<file path="src/rtl/eeg_dat_rx_pkg.sv">
// eeg_dat_rx_pkg: shared types and sizes for the EEG chip-side receive stage.
// Holds the packer state enum, the FIFO entry struct and the beat/word geometry.
package eeg_dat_rx_pkg;

  localparam int DAT_W     = 8;
  localparam int WORD_W    = 32;
  localparam int DEPTH_DEF = 4;
  localparam int R         = WORD_W / DAT_W;
  localparam int CNT_W     = (R > 1) ? $clog2(R) : 1;

  typedef enum logic [1:0] {
    IDLE     = 2'd0,
    PACK_DAT = 2'd1,
    PACK_CMD = 2'd2
  } rx_state_e;

  typedef struct packed {
    logic              is_cmd;
    logic              lst;
    logic [WORD_W-1:0] word;
  } rx_entry_t;

endpackage

</file>
<file path="src/rtl/eeg_rx_fifo.sv">
// eeg_rx_fifo: synchronous FIFO of rx_entry_t with empty flag and entry count.
// Ports: clk, rst, push_i/wdata_i, pop_i, rdata_o (head), empty_o, count_o.
module eeg_rx_fifo
  import eeg_dat_rx_pkg::*;
#(
  parameter int DEPTH = DEPTH_DEF
) (
  input  logic                   clk,
  input  logic                   rst,
  input  logic                   push_i,
  input  rx_entry_t              wdata_i,
  input  logic                   pop_i,
  output rx_entry_t              rdata_o,
  output logic                   empty_o,
  output logic [$clog2(DEPTH):0] count_o
);

  localparam int AW = $clog2(DEPTH);
  localparam logic [AW:0] FULL_CNT = (AW+1)'(DEPTH);

  rx_entry_t   mem_q [DEPTH];
  logic [AW-1:0] wr_q, rd_q;
  logic [AW:0]   cnt_q, cnt_d;
  logic          push_ok, pop_ok;

  assign push_ok = push_i & (cnt_q != FULL_CNT);
  assign pop_ok  = pop_i & (cnt_q != '0);

  always_comb begin
    cnt_d = cnt_q;
    unique case ({push_ok, pop_ok})
      2'b10:   cnt_d = cnt_q + 1'b1;
      2'b01:   cnt_d = cnt_q - 1'b1;
      default: cnt_d = cnt_q;
    endcase
  end

  always_ff @(posedge clk) begin
    if (rst) begin
      wr_q  <= '0;
      rd_q  <= '0;
      cnt_q <= '0;
    end else begin
      if (push_ok) wr_q <= wr_q + 1'b1;
      if (pop_ok)  rd_q <= rd_q + 1'b1;
      cnt_q <= cnt_d;
    end
  end

  always_ff @(posedge clk) begin
    if (push_ok) mem_q[wr_q] <= wdata_i;
  end

  assign rdata_o = mem_q[rd_q];
  assign empty_o = (cnt_q == '0);
  assign count_o = cnt_q;

endmodule

</file>
<file path="src/rtl/eeg_dat_rx.sv">
// eeg_dat_rx: packs CHIP_DAT_* pad beats into words and demuxes them to data/cmd streams.
// Ports: CHIP_DAT_VLD/LST/CMD/DAT in, CHIP_DAT_RDY out; dat_* and cmd_* valid/ready out; err_proto.
// Optional macro EEG_DAT_RX_STAT_EN adds stat_words (words pushed) and stat_drops (partials dropped).
module eeg_dat_rx
  import eeg_dat_rx_pkg::*;
#(
  parameter int CHIP_DAT_DW = DAT_W,
  parameter int WORD_DW     = WORD_W,
  parameter int FIFO_DEPTH  = DEPTH_DEF
) (
  input  logic                   clk,
  input  logic                   rst,
  input  logic                   CHIP_DAT_VLD,
  input  logic                   CHIP_DAT_LST,
  input  logic                   CHIP_DAT_CMD,
  input  logic [CHIP_DAT_DW-1:0] CHIP_DAT_DAT,
  output logic                   CHIP_DAT_RDY,
  output logic                   dat_vld,
  input  logic                   dat_rdy,
  output logic [WORD_DW-1:0]     dat_dat,
  output logic                   dat_lst,
  output logic                   cmd_vld,
  input  logic                   cmd_rdy,
  output logic [WORD_DW-1:0]     cmd_dat,
`ifdef EEG_DAT_RX_STAT_EN
  output logic [15:0]            stat_words,
  output logic [7:0]             stat_drops,
`endif
  output logic                   err_proto
);

  localparam int FCW = $clog2(FIFO_DEPTH) + 1;
  localparam logic [FCW-1:0] FULL_CNT = FCW'(FIFO_DEPTH);

  rx_state_e           state_q, state_d;
  logic [CNT_W-1:0]    cnt_q, cnt_d;
  logic [WORD_DW-1:0]  word_q, word_d;
  logic                err_q, err_d;

  logic                take, open, cur_cmd, restart;
  logic                typ, done, push, drop;
  logic [CNT_W-1:0]    idx;
  logic [WORD_DW-1:0]  base, word_n;
  rx_entry_t           push_e, head;
  logic                fifo_empty, pop;
  logic [FCW-1:0]      fifo_cnt;

  // Ready comes from the registered count, so a pop never raises it early.
  assign CHIP_DAT_RDY = !rst & (fifo_cnt != FULL_CNT);
  assign take         = CHIP_DAT_VLD & CHIP_DAT_RDY;

  always_comb begin
    cur_cmd = 1'b0;
    open    = 1'b0;
    unique case (state_q)
      PACK_DAT: begin cur_cmd = 1'b0; open = 1'b1; end
      PACK_CMD: begin cur_cmd = 1'b1; open = 1'b1; end
      default:  begin cur_cmd = 1'b0; open = 1'b0; end
    endcase
  end

  // A type change mid-word drops the partial and restarts with this beat.
  assign restart = !open | (CHIP_DAT_CMD != cur_cmd);
  assign drop    = take & open & (CHIP_DAT_CMD != cur_cmd);
  assign typ     = restart ? CHIP_DAT_CMD : cur_cmd;
  assign idx     = restart ? '0 : cnt_q;
  assign base    = restart ? '0 : word_q;
  assign word_n  = base
                 | (WORD_DW'(CHIP_DAT_DAT) << (idx * CHIP_DAT_DW));
  assign done    = CHIP_DAT_LST | (idx == CNT_W'(R - 1));
  assign push    = take & done;

  always_comb begin
    state_d = state_q;
    cnt_d   = cnt_q;
    word_d  = word_q;
    err_d   = err_q | drop;
    push_e  = '0;
    if (take) begin
      if (done) begin
        push_e.is_cmd = typ;
        push_e.lst    = CHIP_DAT_LST & !typ;
        push_e.word   = word_n;
        state_d = IDLE;
        cnt_d   = '0;
        word_d  = '0;
      end else begin
        state_d = typ ? PACK_CMD : PACK_DAT;
        cnt_d   = idx + 1'b1;
        word_d  = word_n;
      end
    end
  end

  always_ff @(posedge clk) begin
    if (rst) begin
      state_q <= IDLE;
      cnt_q   <= '0;
      word_q  <= '0;
      err_q   <= 1'b0;
    end else begin
      state_q <= state_d;
      cnt_q   <= cnt_d;
      word_q  <= word_d;
      err_q   <= err_d;
    end
  end

  eeg_rx_fifo #(
    .DEPTH (FIFO_DEPTH)
  ) u_fifo (
    .clk     (clk),
    .rst     (rst),
    .push_i  (push),
    .wdata_i (push_e),
    .pop_i   (pop),
    .rdata_o (head),
    .empty_o (fifo_empty),
    .count_o (fifo_cnt)
  );

  // Head is routed by type; a stalled head blocks both streams.
  assign dat_vld   = !fifo_empty & !head.is_cmd;
  assign cmd_vld   = !fifo_empty & head.is_cmd;
  assign dat_dat   = dat_vld ? head.word : '0;
  assign dat_lst   = dat_vld & head.lst;
  assign cmd_dat   = cmd_vld ? head.word : '0;
  assign pop       = (dat_vld & dat_rdy) | (cmd_vld & cmd_rdy);
  assign err_proto = err_q;

`ifdef EEG_DAT_RX_STAT_EN
  logic [15:0] words_q;
  logic [7:0]  drops_q;

  always_ff @(posedge clk) begin
    if (rst) begin
      words_q <= '0;
      drops_q <= '0;
    end else begin
      if (push && words_q != 16'hFFFF) words_q <= words_q + 1'b1;
      if (drop && drops_q != 8'hFF)    drops_q <= drops_q + 1'b1;
    end
  end

  assign stat_words = words_q;
  assign stat_drops = drops_q;
`endif

endmodule

</file>
<file path="config.mk">
export PLATFORM = sky130hd
export DESIGN_NAME = eeg_dat_rx
export DESIGN_NICKNAME = d
export VERILOG_FILES = /design/src/rtl/eeg_dat_rx_pkg.sv /design/src/rtl/eeg_rx_fifo.sv /design/src/rtl/eeg_dat_rx.sv
export SDC_FILE = /design/constraint.sdc
export NUM_CORES = 1
export LEC_CHECK = 0
export CAP_MARGIN = 20
export CORE_MARGIN = 4
export CORE_UTILIZATION = 50
export DETAILED_ROUTE_END_ITERATION = 7
export PLACE_DENSITY = 0.72
export SETUP_SLACK_MARGIN = 0.2
export SLEW_MARGIN = 20
export SYNTH_ARGS = -nofsm -noshare
export SYNTH_HDL_FRONTEND = slang
export SYNTH_SLANG_ARGS = --single-unit
</file>
<file path="constraint.sdc">
create_clock -name clk -period 9.4 [get_ports clk]
set_clock_uncertainty 0.05 [all_clocks]
set_input_delay 1.41 -clock clk [delete_from_list [all_inputs] [get_ports clk]]
set_output_delay 1.41 -clock clk [all_outputs]
set_load 0.05 [all_outputs]
</file>
# After elaboration in Yosys (flattened, before gate mapping)
# Memories as Yosys holds them, arrays and structs flattened. A register that Yosys moved wholly into a read port is not among the register bits.
# Index checks and enable logic that the tools add are counted.
[word_totals]
reg_bits = 44
word_cells = 66
ramBits = 136
inputBits = 15
output_inout_bits = 69
n_memories = 1
[classes]
reduce_logical = 9
n_bitwise = 18
n_mux = 18
eq_ne = 7
shifts = 1
addsub = 5
[memory_table]
columns = ["name", "words", "width", "read_ports", "rd_ports_with_merged_regs", "wr", "line", "text"]
rows = [
  ["u_fifo.mem_q", 4, 34, 1, 1, 1, "eeg_rx_fifo.sv:21", "rx_entry_t mem_q [DEPTH];"],
]
[ops]
columns = ["cell", "n"]
rows = [
  ["$mux 32", 4],
  ["$mux 34", 2],
  ["$or 32x32->32", 1],
  ["$shl 8x5->32", 1],
  ["$and 1x1->1", 13],
  ["$mux 2", 6],
  ["$add 2x1->2 const B", 3],
  ["$eq 2x2->1 const B", 3],
  ["$pmux 3 s2", 1],
  ["$logic_not 1->1", 5],
  ["$mux 1", 5],
  ["$eq 2x1->1 const B", 2],
  ["$or 1x1->1", 4],
  ["$add 3x1->3 const B", 1],
  ["$logic_not 3->1", 1],
  ["$ne 3x3->1 const B", 1],
  ["$reduce_bool 3->1", 1],
  ["$sub 3x1->3 const B", 1],
  ["$reduce_bool 2->1", 1],
  ["$reduce_or 2->1", 1],
  ["$ne 1x1->1", 1],
]

# Longest topological paths before layout
[logic_depth]
depth_word = 12
depth_mapped = 15
depth_no_buf = 13

# Modules after synthesis
# A second synthesis with hierarchy kept.
[unflattened]
hier_cells = 541
area_unflattened_um2 = 7921.3
[by_module_without_submodules]
columns = ["module", "seq_area_each_um2", "area_per_inst_um2", "instances", "cells_per_inst"]
rows = [
  ["eeg_rx_fifo", 4264.1, 5437.7, 1, 231],
  ["eeg_dat_rx", 740.7, 2483.6, 1, 310],
]

# Worst setup path before layout
# OpenSTA, ideal clock, no wires.
[synth_timing]
kind = "input to register"
from = "input CHIP_DAT_CMD"
to = "register u_fifo.cnt_q[2], in the netlist u_fifo.count_o[2]"
setup_slack_ns = 5.197
required_time_ns = 9.280
n_path_buf = 2
setup_time_ns = 0.070
path_stages = 13
t_arrival_ns = 4.083
path_cell_list = "xor2_1 nor3_1 ha_1 or2_2 clkbuf_1 nand4_1 clkbuf_1 ha_1 inv_1 fa_1 xor2_1 or3_1 a21oi_1"
[synth_between]
elab_chain_cells = 9
word_cells_on_any_way = 11
cone_classes = "eq/ne (4); mux (2); bitwise (4); reduce/logical (1)"
[synth_lines]
columns = ["item", "line", "text"]
rows = [
  ["start: declaration", "eeg_dat_rx.sv:15", "input logic CHIP_DAT_CMD,"],
  ["$ne 1x1->1 *", "eeg_dat_rx.sv:63", "assign restart = !open | (CHIP_DAT_CMD != cur_cmd);"],
  ["$or 1x1->1 *", "eeg_dat_rx.sv:63", ""],
  ["$mux 2 *", "eeg_dat_rx.sv:66", "assign idx = restart ? '0 : cnt_q;"],
  ["$eq 2x2->1 *", "eeg_dat_rx.sv:70", "assign done = CHIP_DAT_LST | (idx == CNT_W'(R - 1));"],
  ["$or 1x1->1 *", "eeg_dat_rx.sv:70", ""],
  ["$and 1x1->1 *", "eeg_dat_rx.sv:71", "assign push = take & done;"],
  ["$and 1x1->1 *", "eeg_rx_fifo.sv:26", "assign push_ok = push_i & (cnt_q != FULL_CNT);"],
  ["$eq 2x1->1 or $eq 2x2->1 (tied branches)", "eeg_rx_fifo.sv:31", "unique case ({push_ok, pop_ok})"],
  ["$pmux 3 s2 or $reduce_bool 2->1 (tied branches)", "n/a", ""],
  ["end signal: assignment", "eeg_rx_fifo.sv:46", "cnt_q <= cnt_d;"],
  ["end: declaration", "eeg_rx_fifo.sv:23", "logic [AW:0] cnt_q, cnt_d;"],
]
# Mark *: on every way between the ends. The rest lies on a longest branch, timed or not.
# A chain may end at the register's enable or synchronous reset.

==> results by group <==
Clock network
  • Sinks on the clock net: approximately 180
  • Post-cts resize count: 0
  • Clock buffer depth: 2
  • Number of levels the H-tree was split into: 4
  • Worst-path clk slew: ~0.06 ns
  • Post-CTS Hold Buffers: 0
  • Number of buffers created by CTS: 17
  • CTS tree: built
  • Clock root cell: clkbuf_16
  • Buffers inserted by post-CTS timing repair: 0
  • Worst skew pair latency: approximately 0.43 ns

Synth
  • Register bit total from synthesis: around 180
  • Top cells by area in the synthesized netlist: edfxtp_1 53%, dfxtp_1 12%, mux4_2 10%
  • Compound-cell area share of the yosys netlist: 0.08423
  • Count of synthesis-stage warnings from yosys: 0
  • Number of cells produced by synthesis: 510
  • Dominant combinational cell family by area after synthesis: simple AND/OR/NAND/NOR gates
  • Syn nets: 533
  • Simple-gate area share of the yosys netlist: 0.1096
  • Synth Area in XOR/XNOR: 0.006843
  • Ys flop type: edfxtp_1
  • Count of unique library cells instantiated by Yosys: 39
  • Post-synthesis average cell area: between 15 and 20 sq um
  • Post-synthesis adder-cell area fraction: 0.01401
  • Leading area contributor after synthesis: edfxtp_1
  • Yosys top cell area share: 0.5318
  • Cell area after synthesis: roughly 7700 sq um
  • Most frequent cells after synthesis: 136 x edfxtp_1, 46 x dfxtp_1, 44 x nor2_1
  • Top-count cell post-synth: edfxtp_1
  • EDFF count, synth: around 140
  • Mux cell area share after synthesis: 0.1039
  • Share of synthesized area occupied by flip-flops and latches: 0.6517
  • Share of synthesized registers carrying an async set or reset: 0

Die
  • Initial core utilization: 0.5071
  • Floorplan die area: 17,410 sq um
  • Floorplan die width: 131.9 um
  • Total core area: roughly 15,000 sq um
  • Floorplan die height: 131.9 um
  • Std-Cell Rows: 45
  • Number of placed I/O pins: 84

Global routing
  • Total gr overflow: 0
  • Antenna violations before repair: 0
  • First-pass GRT wire length: 25.96 mm
  • Number of global-route vias before repair: around 4,700
  • Gr usage total: 0.1932
  • Pin count of the biggest net entering global routing: 36

Critical path
  • Crit start category: flop
  • Element type at the critical path end: output port
  • Largest fanout of any net on the critical path: 35
  • Required arrival time at the worst endpoint: 7.94 ns
  • Arrival time at the worst endpoint: ~3.8 ns
  • Register-to-register setup slack: 6.05 ns
  • Setup CP Type: flop to output port

Cells and area
  • Final std cells w/o fill: between 700 and 800
  • Final core area utilization: 0.6116
  • Diodes inserted: 0
  • Proportion of layout cells with a drive suffix above 1: 0.1441
  • Total number of nets in the final design: roughly 610
  • Area overhead of the layout relative to synthesis: 20.61%
  • Number of fillers in the final layout: 1,127
  • Post-route design area: about 9300 sq um

Timing
  • Slew Limit Fails: 0
  • Maximum clock rate: 191.8 MHz
  • Worst slew slack as a fraction of its limit: 0.4214
  • # setup viols final: 0
  • Unrepaired setup endpoints after global routing: no
  • Count of endpoints failing hold in the final timing report: 0
  • Actual transition at the worst max-transition pin: between 0.8 and 0.9 ns
  • Time the final worst path needs with I/O delays and setup: 5.215 ns
  • Setup total negative slack: 0 ns
  • Final hold slack: ~0.4 ns
  • Part of the cycle the worst path needs: 0.5548

Drt
  • DRT Wirelength: between 15 and 20 mm
  • Remaining DRCs: 0
  • Initial DRC Count: 504
  • Number of antenna-violating nets in the routed design: 0
  • Detailed-route vias per instance: approximately 6.0
  • Router iterations before antenna repair: 5
  • Routed WL per cell: roughly 21 um
  • Vias after detailed routing: ~4,700

Pwr
  • Seq pwr share: 0.376
  • Power per Cell Area: 254.8 nW/um^2
  • Net switching component of the power: between 0.0007 and 0.0008 W
  • Share of total power in combinational logic: 0.316
  • Switching share of power: 0.3334
  • Static Leakage: around 3.2 nW
  • Clk network pwr share: 0.308
  • Internal power of the cells: between 0.0015 and 0.002 W
  • Worst VDD drop: between 0.1 and 0.15 mV

Placed design
  • Count of input and output buffers: 83
  • Cell Count Post-Placement: 753
  • Final RePlAce weighted congestion: just over 0.8
  • Cell Area, Placed: between 8000 and 9000 sq um
  • Dpl hpwl: 9.810 mm

Flow run
  • Number of max-capacitance violations reported: 0

Min path
  • Classification of the worst-slack hold path: flop to flop

Run status
  • Status: completed
-- power by group through the flow --
stage | Sequential [W] | Combinational, W | Clock (W)
finish | 0.000887 | 0.000747 | 0.000726
global route | 0.000890 | 0.000797 | 0.000775
CTS | 0.000888 | 0.000757 | 0.000737
detailed placement | 0.000905 | 0.000755 | 0
global placement | 0.000904 | 0.000747 | 0
floorplan | 0.000900 | 0.000539 | 0
-- registers in the layout (all words and copies together), names as in the netlist, named ones only --
register        count
u_fifo.rd_q         2
u_fifo.wr_q         2
err_proto           1
cnt_q               2
u_fifo.mem_q      136
word_q             32
u_fifo.count_o      3
state_q             2
-- cells by family after synthesis --
group                      Yosys count
AOI/OAI and AO/OA                   78
buffers and inverters               48
muxes                               36
xor gates and xnor gates             6
and+or+nand+nor                    152
adders and majority gates            8
DFF                                182
-- final timing paths --
path / start / end / depth (start not counted)
worst max-delay path: flop / dat_dat[18] / 6
worst min-delay path: state_q[0] / state_q[0] / 2
worst max register to register: flop / u_fifo.count_o[2] / 9
worst min register to register: state_q[0] / state_q[0] / 2
-- cells in the final DEF, fill, tap and decap left out, types with 2 or more instances in the layout --
cell type,n
ha_1,7
clkbuf_16,21
and2_1,34
a22oi_1,32
and3_1,42
mux4_2,34
a21oi_1,6
nand2_1,5
inv_4,2
edfxtp_1,136
dfxtp_1,45
xor2_1,3
clkbuf_8,4
or3_1,2
nor3_1,2
and3_4,2
nor2b_1,8
buf_4,10
clkinvlp_4,2
o31ai_1,3
xnor2_1,3
a32o_1,24
nand3_1,5
clkdlybuf4s50_1,83
inv_6,2
nor2_1,44
a22o_1,8
inv_1,10
-- stage by stage --
stage	worst slack, ns	total power [W]
after floorplan	5.197	0.001439
after global placement	4.616	0.001650
after detailed placement	4.561	0.001660
after CTS	4.132	0.002382
after global routing	3.955	0.002462
final	4.185	0.002360
-- layout make-up --
cell class | count | area (sq um) | area share
sequential | 182 | 5006 | 0.5405
timing repair buffer | 93 | 905.9 | 0.09780
inverter | 10 | 37.54 | 0.004052
multi-input combinational | 280 | 2449 | 0.2644
tap | 188 | 235.2 | 0.02540
clock inverter | 6 | 45.04 | 0.004863
clock buffer | 26 | 584.3 | 0.06308
-- critical path, stage by stage (launching register included) --
cell and delay, ns:
dfxtp_1 0.31, buf_4 0.46, mux4_2 0.72, nor2_2 0.50, buf_4 0.32, and2_1 0.16, clkdlybuf4s50_1 0.81
-- metal layers --
metal / vias to the layer above / wire (um) / track usage
li1: 2139 / - / -
met1: 2341 / 6967 / 0.2611
met2: 163 / 7891 / 0.2999
met3: 31 / 891 / 0.04771
met4: 0 / 444 / 0.08518
met5: - / 0 / 0
No activity file was read; power rests on OpenSTA's default activity.
